--- src/rtl/mm_arbiter.sv ---
`default_nettype none
// ============================================================================
//  Module      : mm_arbiter
//  Description : Shares the single mainmemory line port between two L1 cache
//                masters. Grants one line read (fill) or line write (evict)
//                at a time, issues a one-cycle command to mainmemory, tracks
//                read latency / write occupancy and returns a one-cycle done
//                (plus read data on a fill) to the granted master.
//                Optional build macro MM_ARB_FIXED_PRI_EN: when defined,
//                port 0 always wins simultaneous requests (no round-robin
//                pointer); when undefined, arbitration is round-robin.
//  Revision    : 1.0 - initial release
// ============================================================================
module mm_arbiter #(
    parameter int ADDR_WIDTH = 27,
    parameter int DATA_WIDTH = 256,
    parameter int BE_WIDTH   = 32,
    parameter int WRITE_TPUT = 4      // legal 1..15
) (
    input  logic                  clk,
    input  logic                  reset,      // asynchronous, active low

    // Port 0 (cache master 0)
    input  logic [ADDR_WIDTH-1:0] p0_a,
    input  logic                  p0_read,
    input  logic                  p0_write,
    input  logic [DATA_WIDTH-1:0] p0_wd,
    input  logic [BE_WIDTH-1:0]   p0_be,
    output logic [DATA_WIDTH-1:0] p0_rd,
    output logic                  p0_done,

    // Port 1 (cache master 1)
    input  logic [ADDR_WIDTH-1:0] p1_a,
    input  logic                  p1_read,
    input  logic                  p1_write,
    input  logic [DATA_WIDTH-1:0] p1_wd,
    input  logic [BE_WIDTH-1:0]   p1_be,
    output logic [DATA_WIDTH-1:0] p1_rd,
    output logic                  p1_done,

    // Mainmemory side
    output logic [ADDR_WIDTH-1:0] mm_a,
    output logic                  mm_read,
    output logic                  mm_write,
    output logic [DATA_WIDTH-1:0] mm_wd,
    output logic [BE_WIDTH-1:0]   mm_be,
    input  logic [DATA_WIDTH-1:0] mm_rd,
    input  logic                  mm_valid,

    // Status
    output logic                  gnt_id,
    output logic                  busy,
    output logic                  err_spurious
);

    // Write occupancy counter load value; the done pulse lands in the last
    // of the WRITE_TPUT cycles, counting the mm_write cycle as the first.
    localparam logic [3:0] C_CNT_LOAD = 4'(WRITE_TPUT - 1);

    typedef enum logic [1:0] {
        S_IDLE    = 2'd0,
        S_RD_WAIT = 2'd1,
        S_WR_BUSY = 2'd2
    } state_t;

    // ------------------------------------------------------------------
    // State and registered command outputs
    // ------------------------------------------------------------------
    state_t                r_state;
    state_t                w_state_nxt;
    logic [3:0]            r_cnt;
    logic [3:0]            w_cnt_nxt;
    logic                  r_gnt;
    logic                  w_gnt_nxt;
    logic [ADDR_WIDTH-1:0] r_mm_a;
    logic [ADDR_WIDTH-1:0] w_mm_a_nxt;
    logic [DATA_WIDTH-1:0] r_mm_wd;
    logic [DATA_WIDTH-1:0] w_mm_wd_nxt;
    logic [BE_WIDTH-1:0]   r_mm_be;
    logic [BE_WIDTH-1:0]   w_mm_be_nxt;
    logic                  r_mm_read;
    logic                  w_mm_read_nxt;
    logic                  r_mm_write;
    logic                  w_mm_write_nxt;
`ifndef MM_ARB_FIXED_PRI_EN
    logic                  r_last;
    logic                  w_last_nxt;
`endif

    // ------------------------------------------------------------------
    // Arbitration
    // ------------------------------------------------------------------
    logic                  w_req0;
    logic                  w_req1;
    logic                  w_win;      // winning port index (valid when a request exists)
    logic                  w_win_rd;   // winner wants a read (read beats write on one port)
    logic [ADDR_WIDTH-1:0] w_win_a;
    logic [DATA_WIDTH-1:0] w_win_wd;
    logic [BE_WIDTH-1:0]   w_win_be;

    assign w_req0 = p0_read | p0_write;
    assign w_req1 = p1_read | p1_write;

`ifdef MM_ARB_FIXED_PRI_EN
    // Port 0 wins whenever it asks; port 1 only when port 0 is silent.
    assign w_win = ~w_req0;
`else
    // On contention the port that did not win last time gets the grant.
    assign w_win = (w_req0 & w_req1) ? ~r_last : w_req1;
`endif

    assign w_win_rd = w_win ? p1_read : p0_read;
    assign w_win_a  = w_win ? p1_a    : p0_a;
    assign w_win_wd = w_win ? p1_wd   : p0_wd;
    assign w_win_be = w_win ? p1_be   : p0_be;

    // State register plus registered mainmemory command and grant.
    always_ff @(posedge clk or negedge reset) begin
        if (!reset) begin
            r_state    <= S_IDLE;
            r_cnt      <= '0;
            r_gnt      <= 1'b0;
            r_mm_a     <= '0;
            r_mm_wd    <= '0;
            r_mm_be    <= '0;
            r_mm_read  <= 1'b0;
            r_mm_write <= 1'b0;
`ifndef MM_ARB_FIXED_PRI_EN
            r_last     <= 1'b1;    // port 0 gets first pick after reset
`endif
        end else begin
            r_state    <= w_state_nxt;
            r_cnt      <= w_cnt_nxt;
            r_gnt      <= w_gnt_nxt;
            r_mm_a     <= w_mm_a_nxt;
            r_mm_wd    <= w_mm_wd_nxt;
            r_mm_be    <= w_mm_be_nxt;
            r_mm_read  <= w_mm_read_nxt;
            r_mm_write <= w_mm_write_nxt;
`ifndef MM_ARB_FIXED_PRI_EN
            r_last     <= w_last_nxt;
`endif
        end
    end

    // Next-state, grant/command capture and same-cycle done/read-data routing.
    always_comb begin
        w_state_nxt    = r_state;
        w_cnt_nxt      = r_cnt;
        w_gnt_nxt      = r_gnt;
        w_mm_a_nxt     = r_mm_a;
        w_mm_wd_nxt    = r_mm_wd;
        w_mm_be_nxt    = r_mm_be;
        w_mm_read_nxt  = 1'b0;
        w_mm_write_nxt = 1'b0;
`ifndef MM_ARB_FIXED_PRI_EN
        w_last_nxt     = r_last;
`endif
        p0_done        = 1'b0;
        p1_done        = 1'b0;
        p0_rd          = '0;
        p1_rd          = '0;

        case (r_state)
            S_IDLE: begin
                if (w_req0 | w_req1) begin
                    w_gnt_nxt   = w_win;
`ifndef MM_ARB_FIXED_PRI_EN
                    w_last_nxt  = w_win;
`endif
                    w_mm_a_nxt  = w_win_a;
                    w_mm_wd_nxt = w_win_wd;
                    w_mm_be_nxt = w_win_be;
                    if (w_win_rd) begin
                        w_mm_read_nxt  = 1'b1;
                        w_state_nxt    = S_RD_WAIT;
                    end else begin
                        w_mm_write_nxt = 1'b1;
                        w_cnt_nxt      = C_CNT_LOAD;
                        w_state_nxt    = S_WR_BUSY;
                    end
                end
            end

            S_RD_WAIT: begin
                // Read data is forwarded combinationally in the valid cycle.
                if (mm_valid) begin
                    if (r_gnt) begin
                        p1_done = 1'b1;
                        p1_rd   = mm_rd;
                    end else begin
                        p0_done = 1'b1;
                        p0_rd   = mm_rd;
                    end
                    w_state_nxt = S_IDLE;
                end
            end

            S_WR_BUSY: begin
                if (r_cnt == 4'd0) begin
                    if (r_gnt) begin
                        p1_done = 1'b1;
                    end else begin
                        p0_done = 1'b1;
                    end
                    w_state_nxt = S_IDLE;
                end else begin
                    w_cnt_nxt = r_cnt - 4'd1;
                end
            end

            default: begin
                w_state_nxt = S_IDLE;
            end
        endcase
    end

    // Output drive. A response arriving while not waiting for one (including
    // one still in flight across a reset) is flagged but never routed; the
    // flag is held low while reset is asserted.
    assign mm_a         = r_mm_a;
    assign mm_wd        = r_mm_wd;
    assign mm_be        = r_mm_be;
    assign mm_read      = r_mm_read;
    assign mm_write     = r_mm_write;
    assign gnt_id       = r_gnt;
    assign busy         = (r_state != S_IDLE);
    assign err_spurious = reset & mm_valid & (r_state != S_RD_WAIT);

endmodule
`default_nettype wire

--- config.mk ---
export PLATFORM = sky130hd
export DESIGN_NAME = mm_arbiter
export DESIGN_NICKNAME = d
export VERILOG_FILES = /design/src/rtl/mm_arbiter.sv
export SDC_FILE = /design/constraint.sdc
export NUM_CORES = 1
export LEC_CHECK = 0
export CAP_MARGIN = 5
export CELL_PAD_IN_SITES_DETAIL_PLACEMENT = 1
export CELL_PAD_IN_SITES_GLOBAL_PLACEMENT = 2
export CORE_AREA = 5 5 665 667
export CTS_CLUSTER_DIAMETER = 100
export CTS_CLUSTER_SIZE = 20
export DETAILED_ROUTE_END_ITERATION = 10
export DIE_AREA = 0 0 670 672
export PLACE_DENSITY = 0.31
export SLEW_MARGIN = 20
export SYNTH_ARGS = -nofsm -noshare
export SYNTH_HDL_FRONTEND = slang
export SYNTH_SLANG_ARGS = --single-unit
export TNS_END_PERCENT = 1
--- constraint.sdc ---
create_clock -name clk -period 1.8 [get_ports clk]
set_clock_uncertainty 0.1 [all_clocks]
set_input_delay 0.18 -clock clk [delete_from_list [all_inputs] [get_ports clk]]
set_output_delay 0.18 -clock clk [all_outputs]
set_load 0.005 [all_outputs]
After elaboration in Yosys (flattened, before gate mapping)
Index checks and enable logic that the tools add are counted.
Word-level totals
  register bits after elaboration: 325
  latch bits: 0
  memory bits (writable): 0
  memory bits (read-only): 0
  output and inout bits: 834
  word-level logic and storage cells: 66
  memories kept: 0
Operators by class
  add/sub/neg operators: 1
  multipliers: 0
  div/mod/pow operators: 0
  $lt $le $gt $ge: 0
  equality and inequality tests: 8
  shift-type cells: 0
  multiplexer cells: 34
  bitwise logic cells: 7
  reductions and logical operators: 7
Operator list (number)
  two-way mux 256 bit: 7
  two-way mux 32 bit: 1
  two-way mux 27 bit: 1
  two-way mux 1 bit: 14
  two-way mux 4 bit: 3
  != test 2 bit (second input constant): 5
  two-way mux 2 bit: 4
  one-hot mux 4 bit (2 select lines): 1
  one-hot mux 2 bit (3 select lines): 1
  logical NOT 4 bit: 1
  one-hot mux 1 bit (2 select lines): 2
  AND reduction 4 bit: 1
  nonzero test 2 bit: 2
  subtractor 4 x 1 -> 4 bit (second input constant): 1
  bitwise AND 1 bit: 3
  OR 1 bit: 3
  AND reduction 3 bit: 1
  == test 2 x 1 -> 1 bit (second input constant): 1
  == test 2 bit (second input constant): 1
  logical NOT 2 bit: 1
  != test 2 x 1 -> 1 bit (second input constant): 1
  AND reduction 2 bit: 1
  inverter 1 bit: 1

Logic depth before layout (Yosys ltp)
  word-level depth: 7
  mapped depth: 10
  depth with buffers taken out: 6

Least setup slack after synthesis
OpenSTA, ideal clock, no wires.
  path type: register to register
  from: register r_state[0]
  to: register r_cnt[2]
  setup time: 87 ps
  arrival time: 1673 ps
  setup slack: -60 ps
  cell stages (with the launch flop): 8
  path buffers: 1
  clock period less this slack: 1860 ps
  path through: dfrtp_1 > inv_1 > ha_1 > clkbuf_1 > nor4bb_1 > a211o_1 > or2_2 > o211ai_1
On the way
  word-level cells in the longest chain between the ends: 3
Ends and longest elaborated chain
  start: declaration: line 69  | state_t r_state;
  start signal: assignment: line 132  | r_state <= w_state_nxt;
  == test 2 bit or logical NOT 2 bit (tied branches): line 164  | case (r_state)
  != test 2 bit (no source line) or nonzero test 2 bit (tied branches)
  AND reduction 4 bit (no source line)
  end signal: assignment: line 133  | r_cnt <= w_cnt_nxt;
  end: declaration: line 71  | logic [3:0] r_cnt;
Parallel ways exist; a longest one is shown, timed or not.
A chain may end at the register's enable or synchronous reset.

Worst setup path in the final report
  from: register r_state[1]
  to: output p0_rd[220]
On the way
  word-level cells in the longest chain between the ends: 2
Ends and longest elaborated chain
  == test 2 x 1 -> 1 bit: line 164
  two-way mux 256 bit: line 164
  end: declaration: line 29  | output logic [DATA_WIDTH-1:0] p0_rd,
Every way passes these cells.

==> results by group <==
Floorplan
  • Num rows: 243
  • Number of I/O pins: ~1,700
  • Core area: between 400,000 and 500,000 sq um
  • Width of the chip: 670 microns
  • Initial core utilization: 4.20%
  • Chip Height: 672 microns
  • Die Area: ~450,000 sq um

Worst setup path
  • WP data arrival: 2.55 ns
  • Reg2Reg Depth: 7
  • Req. time, crit path: between 1.5 and 2 ns
  • CP Capture Type: output pin
  • Crit-path max cell delay: 0.54 ns
  • FF-to-FF setup slack: -0.27 ns
  • Largest delay share family, worst path: buffers and inverters
  • Crit Path Class: reg -> out
  • Cell Chain, Critical Path: inv_2 > ha_4 > nand2_8 > buf_12 > buf_4 > nor2_1 > clkdlybuf4s50_1
  • Worst-path fanout max: 24
  • CP startpoint kind: flip-flop
  • Capture point of the worst reg-to-reg path: mm_a[1]$_DFFE_PN0P_
  • CP max-delay cell: clkdlybuf4s50_1
  • WP buf/inv: 4
  • Reg-to-reg startpoint: r_last$_DFFE_PN1P_

Synthesis
  • Ys async rst share: 100%
  • Syn Inst Count: between 2,000 and 2,500
  • Syn nets: 3,184
  • Library cells used by synthesis: 33
  • Synthesized area: 18,300 sq um
  • Ys flop type: dfrtp_1
  • Synthesized area per cell: 8.01 sq um
  • EDFF count, synth: 0
  • Synth Register Bits: 325
  • Sequential element share of the synthesized area: 44.4%
  • Yosys warns: 0

Global route
  • First-pass GRT wire length: around 380 mm
  • Initial antenna violation count: 227
  • Largest net degree at the start of global routing: 85
  • Number of global-route vias before repair: 29,300
  • Total track usage: between 10% and 20%
  • Global route overflow: 0

Cells and area
  • Nets: 5,480
  • Layout area overhead: 179%
  • Util after Layout: 11.7%
  • # fillers: a little over 50,000
  • Layout Cells excl Fill: 10,400
  • Area of the multi-input gates: around 10000 sq um
  • Storage cell area: 8140 sq um
  • Layout cells sized above 1: 24.8%

Min path
  • Min-Delay Startpoint: p0_wd[119]
  • Hold Crit Class: in -> reg
  • Hold path depth: 3
  • Hold EP: mm_wd[119]$_DFFE_PN0P_

STA
  • Worst setup margin: -1.03 ns
  • Sum of negative setup slack: -393.77 ns
  • Slew Limit Headroom: 57.3%
  • Fin. Hold Viols: 0
  • Unrepaired setup endpoints after global routing: yes
  • Final setup fails: 1,138
  • Part of the cycle the worst path needs: 157%
  • Highest clock rate: 0.354 GHz
  • Worst slew pin tran: approximately 0.64 ns
  • Min cycle time layout: 2.83 ns
  • Min Hold Slack: about 0.085 ns
  • Fin. max-slew vios: 0

Pwr
  • Pwr per Cell Area: about 1100 nW/um^2
  • Worst vdd ir: 0.792 mV
  • Pwr Total: 56.2 mW
  • Leakage power: 21.2 nW

Detailed routing
  • WL met2: 175 mm
  • First DRT Iteration DRCs: 1,069
  • Met1 wire length: 102 mm
  • Post-route DRC: 0
  • Max Used Layer: met5
  • Routed Antenna Nets: 0
  • DRT Pass-1 Iters: 5
  • DR WL/cell: 29.7 microns
  • Routed wl met3: 27.3 mm
  • Vias/cell: 2.57
  • Routed WL: 309 mm
  • Via count: 26,800

Status
  • Failing checks: setup timing
  • Status: complete, but fails checks

CTS
  • Clk root buf: clkbuf_16
  • Clk pin slew, worst setup/hold paths: 0.10 ns
  • CTS tree: yes
  • Clock H-tree levels: 1
  • Longest Clk Path Bufs: 3
  • TritonCTS buffer count: 29
  • Sink Count: 325
  • Worst skew pair latency: 0.66 ns

Place
  • Placed cells: 10,000
  • # port buffers: approximately 1,700
  • DP HPWL: ~280 mm
  • GPL Wtd Cong: 0.976

Job
  • Max Cap Viol: 0
## registers in the layout (all words and copies together) (netlist names)
name      flops
mm_wd       256
mm_be        32
mm_a         27
r_cnt         4
r_state       2
gnt_id        1
mm_read       1
mm_write      1
r_last        1
## cells in the final DEF, fill, tap and decap left out, types with 4 or more instances in the layout
cell type        synthesis  final
o21ai_0                198    197
inv_1                    6      4
diode_2                  0     57
dlymetal6s2s_1           0     56
nor2_4                   0     59
dlygate4sd3_1            0    247
dlygate4sd2_1            0     28
clkbuf_2                 2     59
clkdlybuf4s15_2          0     49
buf_16                   0      8
buf_2                   38    137
nor2_2                   0    123
inv_6                    0      4
buf_12                   0    161
clkbuf_16                0     32
clkdlybuf4s50_1          0   1234
mux2i_1                316    316
o21ai_1                122    122
buf_4                    4    406
dfrtp_1                324    323
nor2_1                 517    335
nand2_1                579    577
buf_6                   32     64
## tightest hold or removal path, cell delays in order
cell	delay, ns
clkdlybuf4s50_1	0.40
mux2i_1	0.15
o21ai_0	0.09
## Yosys cell counts, drive strengths merged, types with 2 or more instances
cell | n | area share [%]
mux2i | 316 | 17
dfrtp | 324 | 44
inv | 6 | 0.12
nand2 | 579 | 12
nor3 | 3 | 0.082
o21ai | 320 | 8.7
a22o | 2 | 0.096
nor2b | 3 | 0.10
nor2 | 517 | 11
buf | 81 | 3.3
nand3b | 3 | 0.12
ha | 5 | 0.34
a21oi | 2 | 0.055
clkbuf | 111 | 2.3
## layer usage
metal	vias to the layer above	track usage, %
met1	13000	12.3
met5	-	0
met2	1227	26.7
li1	12100	-
met4	78	1.45
met3	379	5.28
## area by class of cell
cell class | instances | share of cell area, %
multi-input combinational | 1763 | 19.5
sequential | 325 | 15.9
antenna | 57 | 0.279
timing repair buffer | 2457 | 48.2
clock inverter | 21 | 0.552
tap | 5757 | 14.1
inverter | 6 | 0.0440
clock buffer | 31 | 1.45
## metrics by stage
| step | area, sq um | setup slack [ns] |
|---|---|---|
| 2_1_floorplan | 18300 | -0.0239 |
| 3_3_place_gp | 47000 | -0.769 |
| 3_5_place_dp | 47000 | -0.755 |
| 4_1_cts | 50500 | -1.14 |
| 5_1_grt | 51100 | -1.14 |
| 6_report | 51200 | -1.03 |
## report_power, final
group	total (mW)	switching, mW	internal (mW)	leakage [nW]
combinational	35.3	18.1	17.3	16.7
sequential	13.2	2.25	11.0	3.95
clock	7.59	4.09	3.49	0.506
## worst max path at each step
| stage | startpoint | to | cells past startpoint |
|---|---|---|---|
| 2_1_floorplan | r_state[0]$_DFFE_PN0P_ | r_cnt[2]$_DFFE_PN0P_ | 7 |
| 3_3_place_gp | p0_read | mm_a[1]$_DFFE_PN0P_ | 8 |
| 3_5_place_dp | p0_read | mm_a[1]$_DFFE_PN0P_ | 8 |
| 4_1_cts | r_state[1]$_DFFE_PN0P_ | p0_rd[101] | 7 |
| 5_1_grt | r_state[1]$_DFFE_PN0P_ | p0_rd[190] | 7 |
| 6_report | r_state[1]$_DFFE_PN0P_ | p0_rd[220] | 7 |
## kinds of logic (layout without fill, tap and decap cells)
kind of cell / Yosys count / count (layout) / synth area share (%)
DFF: 325 / 325 / 44.4
other: 0 / 57 / 0
buffers and inverters: 198 / 2515 / 5.72
AOI/OAI and AO/OA: 331 / 331 / 9.21
and+or+nand+nor: 1110 / 1110 / 23.0
muxes: 317 / 317 / 17.3
adders and majority gates: 5 / 5 / 0.341
## what timing repair did
action,in CTS,in global routing
resized for setup,635,698
hold endpoints to repair,459,0
pin swaps,9,19
endpoints found under the setup margin,1154,1155
setup buffers,1,10
cloned,4,4
hold buffers,247,0
Note: power is estimated with default switching activity, not from simulation.
